--- src/rtl/tone_band_detect_if.sv ---
// Tone-detector signal bundle: comparator input, per-band flags and window results.
// The slave modport is the detector side; the master modport is the driving/observing side.
interface tone_band_detect_if #(
  parameter int CNT_W = 16
);
  logic             sig;
  logic             pb1;
  logic             pb2;
  logic             pb3;
  logic             pb4;
  logic             win_done;
  logic [CNT_W-1:0] edge_count;

  modport master (output sig, input pb1, pb2, pb3, pb4, win_done, edge_count);
  modport slave  (input sig, output pb1, pb2, pb3, pb4, win_done, edge_count);
endinterface

--- src/rtl/tone_band_detect.sv ---
// Counts rising edges of the synchronised comparator input per gate window, classifies the
// count into one of four bands and raises a persistent per-band flag. Optional TONE_GLITCH_FILTER_EN.
module tone_band_detect #(
  parameter int GATE_CYCLES = 500_000,
  parameter int CNT_W       = 16,
  parameter int B1_LO       = 8,
  parameter int B1_HI       = 12,
  parameter int B2_LO       = 18,
  parameter int B2_HI       = 22,
  parameter int B3_LO       = 28,
  parameter int B3_HI       = 32,
  parameter int B4_LO       = 38,
  parameter int B4_HI       = 42,
  parameter int PERSIST     = 2
) (
  input  logic                clk,
  input  logic                rst,
  tone_band_detect_if.slave   bus,
  output logic [1:0]          state_dbg
);
  typedef enum logic [1:0] {IDLE = 2'd0, ACQUIRE = 2'd1, LOCKED = 2'd2} state_t;

  localparam int WW = (GATE_CYCLES > 1) ? $clog2(GATE_CYCLES) : 1;
  localparam int PW = (PERSIST > 1) ? $clog2(PERSIST + 1) : 1;
  localparam logic [WW-1:0] WIN_LAST  = WW'(GATE_CYCLES - 1);
  localparam logic [PW-1:0] PERSIST_V = PW'(PERSIST);

  logic             sync1_q, sync1_d, sync2_q, sync2_d, prev_q, prev_d;
  logic             level, rise, close;
  logic [WW-1:0]    win_q, win_d;
  logic [CNT_W-1:0] cnt_q, cnt_d, sum, edge_count_q, edge_count_d;
  logic             win_done_q, win_done_d;
  state_t           state_q, state_d;
  logic [1:0]       cand_q, cand_d, m_band;
  logic             m_hit;
  logic [PW-1:0]    hits_q, hits_d, misses_q, misses_d;
  logic [3:0]       pb_q, pb_d;
`ifdef TONE_GLITCH_FILTER_EN
  logic             hist1_q, hist1_d, hist2_q, hist2_d, filt_q, filt_d;
`endif

  function automatic logic in_band(input logic [CNT_W-1:0] c, input int lo, input int hi);
    return (c >= CNT_W'(lo)) && (c <= CNT_W'(hi));
  endfunction

  always_comb begin
    sync1_d = bus.sig;
    sync2_d = sync1_q;
`ifdef TONE_GLITCH_FILTER_EN
    // Filtered level follows the synchroniser only after three identical samples.
    hist1_d = sync2_q;
    hist2_d = hist1_q;
    filt_d  = filt_q;
    if ((sync2_q == hist1_q) && (hist1_q == hist2_q)) filt_d = sync2_q;
    level   = filt_q;
`else
    level   = sync2_q;
`endif
    prev_d = level;
    rise   = level & ~prev_q;
    close  = (win_q == WIN_LAST);
    win_d  = close ? '0 : win_q + 1'b1;
    sum    = (rise && (cnt_q != '1)) ? cnt_q + 1'b1 : cnt_q;
    cnt_d  = close ? '0 : sum;
    edge_count_d = close ? sum : edge_count_q;
    win_done_d   = close;

    // Lowest band index wins when bands overlap.
    m_hit  = 1'b1;
    m_band = 2'd0;
    if      (in_band(sum, B1_LO, B1_HI)) m_band = 2'd0;
    else if (in_band(sum, B2_LO, B2_HI)) m_band = 2'd1;
    else if (in_band(sum, B3_LO, B3_HI)) m_band = 2'd2;
    else if (in_band(sum, B4_LO, B4_HI)) m_band = 2'd3;
    else                                 m_hit  = 1'b0;

    state_d  = state_q;
    cand_d   = cand_q;
    hits_d   = hits_q;
    misses_d = misses_q;
    if (close) begin
      case (state_q)
        IDLE: if (m_hit) begin
          cand_d   = m_band;
          hits_d   = PW'(1);
          misses_d = '0;
          state_d  = (PERSIST == 1) ? LOCKED : ACQUIRE;
        end
        ACQUIRE: begin
          if (!m_hit) begin
            state_d = IDLE;
          end else if (m_band == cand_q) begin
            hits_d = hits_q + 1'b1;
            if (hits_q + 1'b1 >= PERSIST_V) begin
              state_d  = LOCKED;
              misses_d = '0;
            end
          end else begin
            cand_d = m_band;
            hits_d = PW'(1);
          end
        end
        LOCKED: begin
          if (m_hit && (m_band == cand_q)) begin
            misses_d = '0;
          end else begin
            misses_d = misses_q + 1'b1;
            if (misses_q + 1'b1 >= PERSIST_V) state_d = IDLE;
          end
        end
        default: state_d = IDLE;
      endcase
    end

    pb_d = '0;
    if (state_d == LOCKED) pb_d[cand_d] = 1'b1;
  end

  always_ff @(posedge clk or posedge rst) begin
    if (rst) begin
      sync1_q      <= 1'b0;
      sync2_q      <= 1'b0;
      prev_q       <= 1'b0;
      win_q        <= '0;
      cnt_q        <= '0;
      edge_count_q <= '0;
      win_done_q   <= 1'b0;
      state_q      <= IDLE;
      cand_q       <= 2'd0;
      hits_q       <= '0;
      misses_q     <= '0;
      pb_q         <= '0;
`ifdef TONE_GLITCH_FILTER_EN
      hist1_q      <= 1'b0;
      hist2_q      <= 1'b0;
      filt_q       <= 1'b0;
`endif
    end else begin
      sync1_q      <= sync1_d;
      sync2_q      <= sync2_d;
      prev_q       <= prev_d;
      win_q        <= win_d;
      cnt_q        <= cnt_d;
      edge_count_q <= edge_count_d;
      win_done_q   <= win_done_d;
      state_q      <= state_d;
      cand_q       <= cand_d;
      hits_q       <= hits_d;
      misses_q     <= misses_d;
      pb_q         <= pb_d;
`ifdef TONE_GLITCH_FILTER_EN
      hist1_q      <= hist1_d;
      hist2_q      <= hist2_d;
      filt_q       <= filt_d;
`endif
    end
  end

  assign bus.pb1        = pb_q[0];
  assign bus.pb2        = pb_q[1];
  assign bus.pb3        = pb_q[2];
  assign bus.pb4        = pb_q[3];
  assign bus.win_done   = win_done_q;
  assign bus.edge_count = edge_count_q;
  assign state_dbg      = state_q;
endmodule

--- src/flat_wrapper.sv ---
// flat-port wrapper written by rule: the top's interface ports become plain ports
module tone_band_detect_flat 
#(
  parameter int GATE_CYCLES = 500_000,
  parameter int CNT_W       = 16,
  parameter int B1_LO       = 8,
  parameter int B1_HI       = 12,
  parameter int B2_LO       = 18,
  parameter int B2_HI       = 22,
  parameter int B3_LO       = 28,
  parameter int B3_HI       = 32,
  parameter int B4_LO       = 38,
  parameter int B4_HI       = 42,
  parameter int PERSIST     = 2
)
  (clk, rst, state_dbg, bus_sig, bus_pb1, bus_pb2, bus_pb3, bus_pb4, bus_win_done, bus_edge_count);
  tone_band_detect_if #(.CNT_W(CNT_W)) bus_i ();
  input  logic clk;
  input  logic rst;
  output logic [1:0] state_dbg;
  input wire logic [$bits(bus_i.sig)-1:0] bus_sig;
  output wire logic [$bits(bus_i.pb1)-1:0] bus_pb1;
  output wire logic [$bits(bus_i.pb2)-1:0] bus_pb2;
  output wire logic [$bits(bus_i.pb3)-1:0] bus_pb3;
  output wire logic [$bits(bus_i.pb4)-1:0] bus_pb4;
  output wire logic [$bits(bus_i.win_done)-1:0] bus_win_done;
  output wire logic [$bits(bus_i.edge_count)-1:0] bus_edge_count;
  assign bus_i.sig = bus_sig;
  assign bus_pb1 = bus_i.pb1;
  assign bus_pb2 = bus_i.pb2;
  assign bus_pb3 = bus_i.pb3;
  assign bus_pb4 = bus_i.pb4;
  assign bus_win_done = bus_i.win_done;
  assign bus_edge_count = bus_i.edge_count;
  tone_band_detect #(.GATE_CYCLES(GATE_CYCLES), .CNT_W(CNT_W), .B1_LO(B1_LO), .B1_HI(B1_HI), .B2_LO(B2_LO), .B2_HI(B2_HI), .B3_LO(B3_LO), .B3_HI(B3_HI), .B4_LO(B4_LO), .B4_HI(B4_HI), .PERSIST(PERSIST)) u_core (.clk(clk), .rst(rst), .bus(bus_i), .state_dbg(state_dbg));
endmodule
--- config.mk ---
export PLATFORM = sky130hd
export DESIGN_NAME = tone_band_detect_flat
export DESIGN_NICKNAME = d
export VERILOG_FILES = /design/src/rtl/tone_band_detect_if.sv /design/src/rtl/tone_band_detect.sv /design/src/flat_wrapper.sv
export SDC_FILE = /design/constraint.sdc
export NUM_CORES = 1
export LEC_CHECK = 0
export ABC_AREA = 1
export CELL_PAD_IN_SITES_DETAIL_PLACEMENT = 1
export CELL_PAD_IN_SITES_GLOBAL_PLACEMENT = 2
export CORE_AREA = 2 2 111 113
export DETAILED_ROUTE_END_ITERATION = 16
export DIE_AREA = 0 0 113 115
export PLACE_DENSITY = 0.86
export SLEW_MARGIN = 10
export SYNTH_ARGS = -nofsm -noshare
export SYNTH_HDL_FRONTEND = slang
export SYNTH_SLANG_ARGS = --single-unit
--- constraint.sdc ---
create_clock -name clk -period 3.7 [get_ports clk]
set_input_delay 0.74 -clock clk [delete_from_list [all_inputs] [get_ports clk]]
set_output_delay 0.74 -clock clk [all_outputs]
set_load 0.05 [all_outputs]
# Word-level counts from Yosys, hierarchy flattened
# Index checks and enable logic that the tools add are counted.
[op_classes] addsub=4 magnitude_cmp=12 n_eq_ne=10 mux=37 bitwise=2 reduce_logical=12
[ops] op="two-way mux 2 bit" count=23
[ops] op=">= comparator 16 x 5 -> 1 bit, second input constant" count=2
[ops] op="<= comparator 16 x 6 -> 1 bit, second input constant" count=2
[ops] op="two-way mux 16 bit" count=2
[ops] op="adder 19 x 1 -> 19 bit, second input constant" count=1
[ops] op="== test 19 bit, second input constant" count=1
[ops] op="two-way mux 19 bit" count=1
[ops] op="adder 16 x 1 -> 16 bit, second input constant" count=1
[ops] op=">= comparator 16 x 4 -> 1 bit, second input constant" count=1
[ops] op=">= comparator 16 x 6 -> 1 bit, second input constant" count=1
[ops] op="<= comparator 16 x 4 -> 1 bit, second input constant" count=1
[ops] op="<= comparator 16 x 5 -> 1 bit, second input constant" count=1
[ops] op="inequality test 16 bit, second input constant" count=1
[ops] op="case mux 2 bit (3 select lines)" count=2
[ops] op="inequality test 2 x 1 -> 1 bit, second input constant" count=4
[ops] op="case mux 2 bit (2 select lines)" count=2
[ops] op="logical AND 1 bit" count=7
[ops] op="AND reduction 6 bit" count=1
[ops] op="two-way mux 1 bit" count=5
[ops] op="adder 2 x 1 -> 2 bit, second input constant" count=2
[ops] op="== test 2 bit, second input constant" count=2
[ops] op=">= comparator 2 bit, second input constant" count=2
[ops] op="two-way mux 4 bit" count=1
[ops] op="AND reduction 4 bit" count=1
[ops] op="10 further kinds" count=10
[totals] register_bits=67 in_bits=3 out_inout_bits=23 elab_cells=89

# Depth between registers and ports, before layout
# Gate-level depths: netlist of run 1.
[logic_depth] word_depth=20 mapped_depth=28 depth_no_buf=27

# Least setup slack after synthesis of run 1
# No wires, ideal clock.
[synth_timing] path_kind="reg2reg" start="reg u_core.cnt_q[0]" end="reg u_core.pb_q[0]" arrival_time_ns=2.585 t_required_ns=3.585 setup_slack_ns=0.999 path_stages_with_launch=23 n_path_buf=1 synth_period_minus_slack_ns=2.701 cell_sequence="dfrtp_1 -> ha_1 -> nand2_2 -> nor2_2 -> nand2_2 -> nor2_2 -> nor2_2 -> buf_6 -> nor2_1 -> a21oi_1 -> nand2_1 -> nor2_2 -> nand2_1 -> nor2_2 -> nand2_1 -> nand2_2 -> nand2_1 -> nor2_2 -> nor2_4 -> a31oi_2 -> inv_1 -> nand2_1 -> nor2_1"
[synth_between] elab_chain_len=19 elab_cells_between_ends=44 classes_between="add/sub (1); order compare (10); eq/ne (3); mux (23); reduce/logical (7)"
[synth_rtl] element="start, declared" line="tone_band_detect.sv:31" rtl="logic [CNT_W-1:0] cnt_q, cnt_d, sum, edge_count_q, edge_count_d;"
[synth_rtl] element="start signal, assigned" line="tone_band_detect.sv:143" rtl="cnt_q <= cnt_d;"
[synth_rtl] element="parallel branches: the longest is 2 deep, another holds adder 16 x 1 -> 16 bit"
[synth_rtl] element="two-way mux 16 bit (*)" line="tone_band_detect.sv:63" rtl="sum = (rise && (cnt_q != '1)) ? cnt_q + 1'b1 : cnt_q;"
[synth_rtl] element=">= comparator 16 x 6 -> 1 bit or <= comparator 16 x 6 -> 1 bit (tied branches)" line="tone_band_detect.sv:43" rtl="return (c >= CNT_W'(lo)) && (c <= CNT_W'(hi));"
[synth_rtl] element="logical AND 1 bit" line="tone_band_detect.sv:43"
[synth_rtl] element="two-way mux 2 bit" line="tone_band_detect.sv:74" rtl="else if (in_band(sum, B4_LO, B4_HI)) m_band = 2'd3;"
[synth_rtl] element="two-way mux 2 bit" line="tone_band_detect.sv:73" rtl="else if (in_band(sum, B3_LO, B3_HI)) m_band = 2'd2;"
[synth_rtl] element="two-way mux 2 bit" line="tone_band_detect.sv:72" rtl="else if (in_band(sum, B2_LO, B2_HI)) m_band = 2'd1;"
[synth_rtl] element="two-way mux 2 bit" line="tone_band_detect.sv:71" rtl="if (in_band(sum, B1_LO, B1_HI)) m_band = 2'd0;"
[synth_rtl] element="[4 not listed]"
[synth_rtl] element="two-way mux 2 bit (*)" line="tone_band_detect.sv:81" rtl="if (close) begin"
[synth_rtl] element="net u_core.cand_d[0]" line="tone_band_detect.sv:34" rtl="logic [1:0] cand_q, cand_d, m_band;"
[synth_rtl] element="less-than comparator 2 x 3 -> 1 bit (implied by the code) or >= comparator 2 x 1 -> 1 bit (tied branches)" line="tone_band_detect.sv:116" rtl="if (state_d == LOCKED) pb_d[cand_d] = 1'b1;"
[synth_rtl] element="logical AND 1 bit (implied by the code)" line="tone_band_detect.sv:116"
[synth_rtl] element="two-way mux 1 bit (implied by the code)" line="tone_band_detect.sv:116"
[synth_rtl] element="demux 1 bit (select 2 bit) (*)"
[synth_rtl] element="two-way mux 4 bit (*)" line="tone_band_detect.sv:116"
[synth_rtl] element="net u_core.pb_d[0]" line="tone_band_detect.sv:37" rtl="logic [3:0] pb_q, pb_d;"
[synth_rtl] element="end signal, assigned" line="tone_band_detect.sv:150" rtl="pb_q <= pb_d;"
[synth_rtl] element="end, declared" line="tone_band_detect.sv:37"
# Mark *: on every way through the listed nets, which the timed path passes.
# A chain may end at the register's enable or synchronous reset.

# Final worst setup path of run 1
# Ends and elaborated chain as after synthesis.

==> impl_table.tex, run 1 <==
\begin{tabular}{lr}
\hline
Metric & Value \\
\hline
\multicolumn{2}{l}{\textbf{Final layout}} \\
\quad Share of cells above drive strength 1 & 11.5\% \\
\quad Synthesis-to-layout area growth & 20.6\% \\
\quad Ant diodes & 0 \\
\quad Total Nets Final & 590 \\
\quad Core utilization of the finished layout & 39.9\% \\
\quad Layout fillers & 1504 \\
\multicolumn{2}{l}{\textbf{CTS}} \\
\quad Insertion delay to the later sink of the worst-skew pair & 0.35 ns \\
\quad Clock sink total & 67 \\
\quad Clock Path Buffers & 2 \\
\quad Post-cts hold buffer count & 0 \\
\quad Clock tree root buffer cell & sky130\_fd\_sc\_hd\_\_clkbuf\_16 \\
\quad CTS buffer count & 9 \\
\quad CTS tree & yes \\
\quad Clock transition at the registers of the reported paths & 0.06 ns \\
\quad Htree depth & 3 \\
\multicolumn{2}{l}{\textbf{Setup path}} \\
\quad Capturing point of the worst reg2reg path & u\_core.pb\_q[0] \\
\quad Launching element type of the critical path & flop \\
\quad Slack of the worst reg-to-reg path & 0.35 ns \\
\quad Max stage delay on crit path & 0.41 ns \\
\quad Element type at the critical path end & flop \\
\quad Cell depth of the worst flop-to-flop path & 22 \\
\quad Category of the most critical setup path & flop to flop \\
\quad Critical path startpoint & u\_core.cnt\_q[0] \\
\quad Cell occurring most often along the worst timing path & sky130\_fd\_sc\_hd\_\_nand2\_1 \\
\quad R2R Path Start & u\_core.cnt\_q[0] \\
\quad Arrival time of data at the critical path endpoint & 3.59 ns \\
\quad Slowest cell on crit path & sky130\_fd\_sc\_hd\_\_dfrtp\_1 \\
\quad List of cells traversed by the critical path & ha\_1, nand3\_1, nor2\_1, nand3\_1, nand2\_1, nand2\_1, nand2\_1, nand2\_1, nor2\_1, nand2\_1, nor2\_1, nand3\_1, nand2\_1, nand3\_1, nand2\_1, nor2\_2, nor2\_4, nor2\_1, a31oi\_2, inv\_1, nand2\_1, nor2\_1 \\
\quad Crit Path Max Fanout & 7 \\
\quad Worst EP required & 3.94 ns \\
\multicolumn{2}{l}{\textbf{Hold path}} \\
\quad Endpoint of the worst hold-timing path & u\_core.level \\
\quad Hold Path Depth & 0 \\
\quad Type of the worst min-delay path & flop to flop \\
\quad Hold path start & u\_core.sync1\_q \\
\multicolumn{2}{l}{\textbf{Synthesis}} \\
\quad Mapped Cells & 546 \\
\quad Cell taking the most area after synthesis & sky130\_fd\_sc\_hd\_\_dfrtp\_1 \\
\quad Number of flops mapped to enable cells by yosys & 0 \\
\quad Async SR Flop Fraction & 100\% \\
\quad Most common cell in the synthesized netlist & sky130\_fd\_sc\_hd\_\_nand2\_1 \\
\quad Area fraction of the dominant cell type after synthesis & 42.9\% \\
\quad Ys Warns & 0 \\
\quad Synth Area per Inst & 7.16 um\^{}2 \\
\quad Post-Synthesis Net Count & 551 \\
\quad Dominant cells by area after synthesis & sky130\_fd\_sc\_hd\_\_dfrtp\_1 (43\%), sky130\_fd\_sc\_hd\_\_nand2\_1 (16\%), sky130\_fd\_sc\_hd\_\_nor2\_1 (7.0\%) \\
\quad Post-synth top cells & sky130\_fd\_sc\_hd\_\_nand2\_1 (165), sky130\_fd\_sc\_hd\_\_nor2\_1 (73), sky130\_fd\_sc\_hd\_\_dfrtp\_1 (67) \\
\quad Proportion of synthesized chip area in sequential cells & 42.9\% \\
\quad Netlist Area Pre-Place & 3910 um\^{}2 \\
\quad Yosys cell types & 31 \\
\quad Number of synthesized register bits & 67 \\
\quad Main flop type after synthesis & sky130\_fd\_sc\_hd\_\_dfrtp\_1 \\
\multicolumn{2}{l}{\textbf{STA}} \\
\quad Final max-slew violation count & 0 \\
\quad Worst clock skew & 0.00630 ns \\
\quad Crit share post-route & 90.5\% \\
\quad Setup violation total in the final timing report & 0 \\
\quad Worst hold slack & 0.353 ns \\
\quad Fin Setup TNS & 0 ns \\
\quad Final critical delay including setup and external delays & 3.35 ns \\
\quad Final hold vios & 0 \\
\quad Max\_slew headroom & 57.2\% \\
\quad Pin slew with the least headroom to its limit & 0.640 ns \\
\quad Upper clock frequency limit & 299 MHz \\
\quad Final worst slack & 0.351 ns \\
\multicolumn{2}{l}{\textbf{GRT}} \\
\quad Wire length of the first global-routing pass & 19200 um \\
\quad Pin count of the biggest net entering global routing & 41 \\
\quad Total gr overflow & 0 \\
\quad Total global-route track usage & 18.8\% \\
\quad Number of global-route vias before repair & 3849 \\
\quad Antenna violations before repair & 0 \\
\multicolumn{2}{l}{\textbf{Placed design}} \\
\quad Placer congestion estimate & 0.828 \\
\quad Placement-stage worst setup slack & 0.0837 ns \\
\quad Number of port buffers & 25 \\
\quad Post-DP HPWL & 8530 um \\
\multicolumn{2}{l}{\textbf{Die}} \\
\quad I/O pin count & 26 \\
\quad Cell row count & 40 \\
\quad Core Footprint & 11800 um\^{}2 \\
\quad Initial standard-cell utilization of the core & 33.1\% \\
\quad Die boundary width & 113 um \\
\quad Height of the die & 115 um \\
\quad Die Footprint & 13000 um\^{}2 \\
\multicolumn{2}{l}{\textbf{Route}} \\
\quad Wire length per cell & 15.3 um \\
\quad Count of unresolved DRC violations after routing & 1 \\
\quad Number of vias after detailed routing & 3579 \\
\quad Via-to-Cell Ratio & 4.86 \\
\quad Antenna-violating nets left & 0 \\
\quad 1st-pass router iterations & 10 \\
\quad Number of design-rule violations left by the first detailed-router iteration & 145 \\
\quad Total Routed Length & 11300 um \\
\multicolumn{2}{l}{\textbf{Outcome}} \\
\quad Violations in the final reports & design-rule violations \\
\quad Run status & finished, violations left \\
\multicolumn{2}{l}{\textbf{Power}} \\
\quad Ratio of total power to cell area & 503 nW/um\^{}2 \\
\quad Post-layout total power & 0.00237 W \\
\quad Leakage power & 2.32 nW \\
\quad Maximum vdd drop & 0.251 mV \\
\multicolumn{2}{l}{\textbf{Job}} \\
\quad Number of violations of the max-capacitance limit & 0 \\
\hline
\end{tabular}
==> layer usage <==
metal  wire (um)  global-route usage [%]
met3         307                    3.64
met2        5430                    31.8
met5           0                       0
met1        5430                    24.6
met4         125                    5.93
==> cells by family (layout without fill, tap and decap cells) <==
| group | after synthesis | count (layout) | synth area share [%] |
|---|---|---|---|
| adders and majority gates | 2 | 2 | 0.640 |
| and+or+nand+nor | 340 | 340 | 38.6 |
| xor gates and xnor gates | 15 | 15 | 3.36 |
| AOI/OAI and AO/OA | 46 | 46 | 6.66 |
| buffers and inverters | 76 | 119 | 7.87 |
| DFF | 67 | 67 | 42.9 |
==> worst max-delay path by stage <==
stage	cells after the start	slack [ns]	to
6_report	22	0.35	u_core.pb_q[0]
5_1_grt	23	-0.004	u_core.pb_q[2]
4_1_cts	21	0.08	u_core.pb_q[0]
3_5_place_dp	21	0.08	u_core.pb_q[0]
3_3_place_gp	22	0.24	u_core.pb_q[2]
2_1_floorplan	22	1.0	u_core.pb_q[0]
==> flip-flops by register name, indices dropped and copies added, names as in the netlist, 2 cells and up <==
register               flops
u_core.cnt_q              16
u_core.win_q              19
u_core.cand_q              2
u_core.misses_q            2
u_core.pb_q                4
u_core.bus.edge_count     16
u_core.state_dbg           2
u_core.hits_q              2
==> critical path, delay by kind of cell, from the launching register on <==
| family | cells | cell delay, ns |
|---|---|---|
| flip-flops | 1 | 0.41 |
| AO/OA/AOI/OAI | 1 | 0.27 |
| AND/OR/NAND/NOR | 19 | 2.21 |
| buffers and inverters | 1 | 0.11 |
| adder cells (fa/ha/maj) | 1 | 0.24 |
==> area by class of cell <==
type	count	area, um^2	share of cell area (%)
clock inverters	4	75.1	1.59
clock buffers	11	243	5.15
well taps	147	184	3.90
inverters	68	255	5.41
multi-input cells	403	1940	41.1
repair buffers	36	345	7.32
flip-flops and latches	67	1680	35.6
==> where the power goes <==
group          total, W  leakage, nW  switching (W)  internal, W
clock network  0.000941        0.148       0.000336     0.000605
logic          0.000631         1.27       0.000435     0.000196
registers      0.000798        0.903      0.0000387     0.000759
==> cell usage in the layout, fill, tap and decap left out, types with 2 or more instances in the layout <==
cell type	synthesis	final
sky130_fd_sc_hd__a21oi_1	9	8
sky130_fd_sc_hd__a21oi_2	1	2
sky130_fd_sc_hd__buf_4	0	10
sky130_fd_sc_hd__bufinv_16	0	2
sky130_fd_sc_hd__clkbuf_16	0	9
sky130_fd_sc_hd__clkdlybuf4s50_1	0	25
sky130_fd_sc_hd__clkinv_1	2	2
sky130_fd_sc_hd__clkinvlp_4	0	2
sky130_fd_sc_hd__dfrtp_1	67	67
sky130_fd_sc_hd__ha_1	2	2
sky130_fd_sc_hd__inv_1	62	61
sky130_fd_sc_hd__inv_2	4	5
sky130_fd_sc_hd__nand2_1	165	165
sky130_fd_sc_hd__nand2_2	10	10
sky130_fd_sc_hd__nand3_1	37	37
sky130_fd_sc_hd__nand3b_1	3	3
sky130_fd_sc_hd__nand4_1	16	16
sky130_fd_sc_hd__nor2_1	73	72
sky130_fd_sc_hd__nor2_2	15	15
sky130_fd_sc_hd__nor2_4	4	5
sky130_fd_sc_hd__nor3_1	8	8
sky130_fd_sc_hd__nor4_1	5	5
sky130_fd_sc_hd__o21a_1	4	4
sky130_fd_sc_hd__o21ai_0	24	24
sky130_fd_sc_hd__o21ai_1	4	4
sky130_fd_sc_hd__o21ai_2	2	2
sky130_fd_sc_hd__xor2_1	14	14
==> timing repair <==
| item | 4_1_cts | 5_1_grt |
|---|---|---|
| setup endpoints to repair | 0 | 12 |
| gates resized for setup | 0 | 3 |
| setup buffers | 0 | 6 |
| endpoints found under the hold margin | 0 | 0 |
==> per-stage QoR <==
step           cells  cell area [um^2]
2_1_floorplan    546              3910
6_report         736              4710
5_1_grt          736              4710
3_5_place_dp     715              4340
3_3_place_gp     715              4340
4_1_cts          730              4660
(Power assumes the default switching activity.)
==> run 2, diff against run 1 <==
--- a/config.mk
+++ b/config.mk
@@ -11,6 +11,7 @@
 export CORE_AREA = 2 2 111 113
 export DETAILED_ROUTE_END_ITERATION = 16
 export DIE_AREA = 0 0 113 115
+export HOLD_SLACK_MARGIN = 0.02
 export PLACE_DENSITY = 0.86
 export SLEW_MARGIN = 10
 export SYNTH_ARGS = -nofsm -noshare
==> results of run 2 <==
No change in the layout: final DEF, timing and power equal those of run 1.
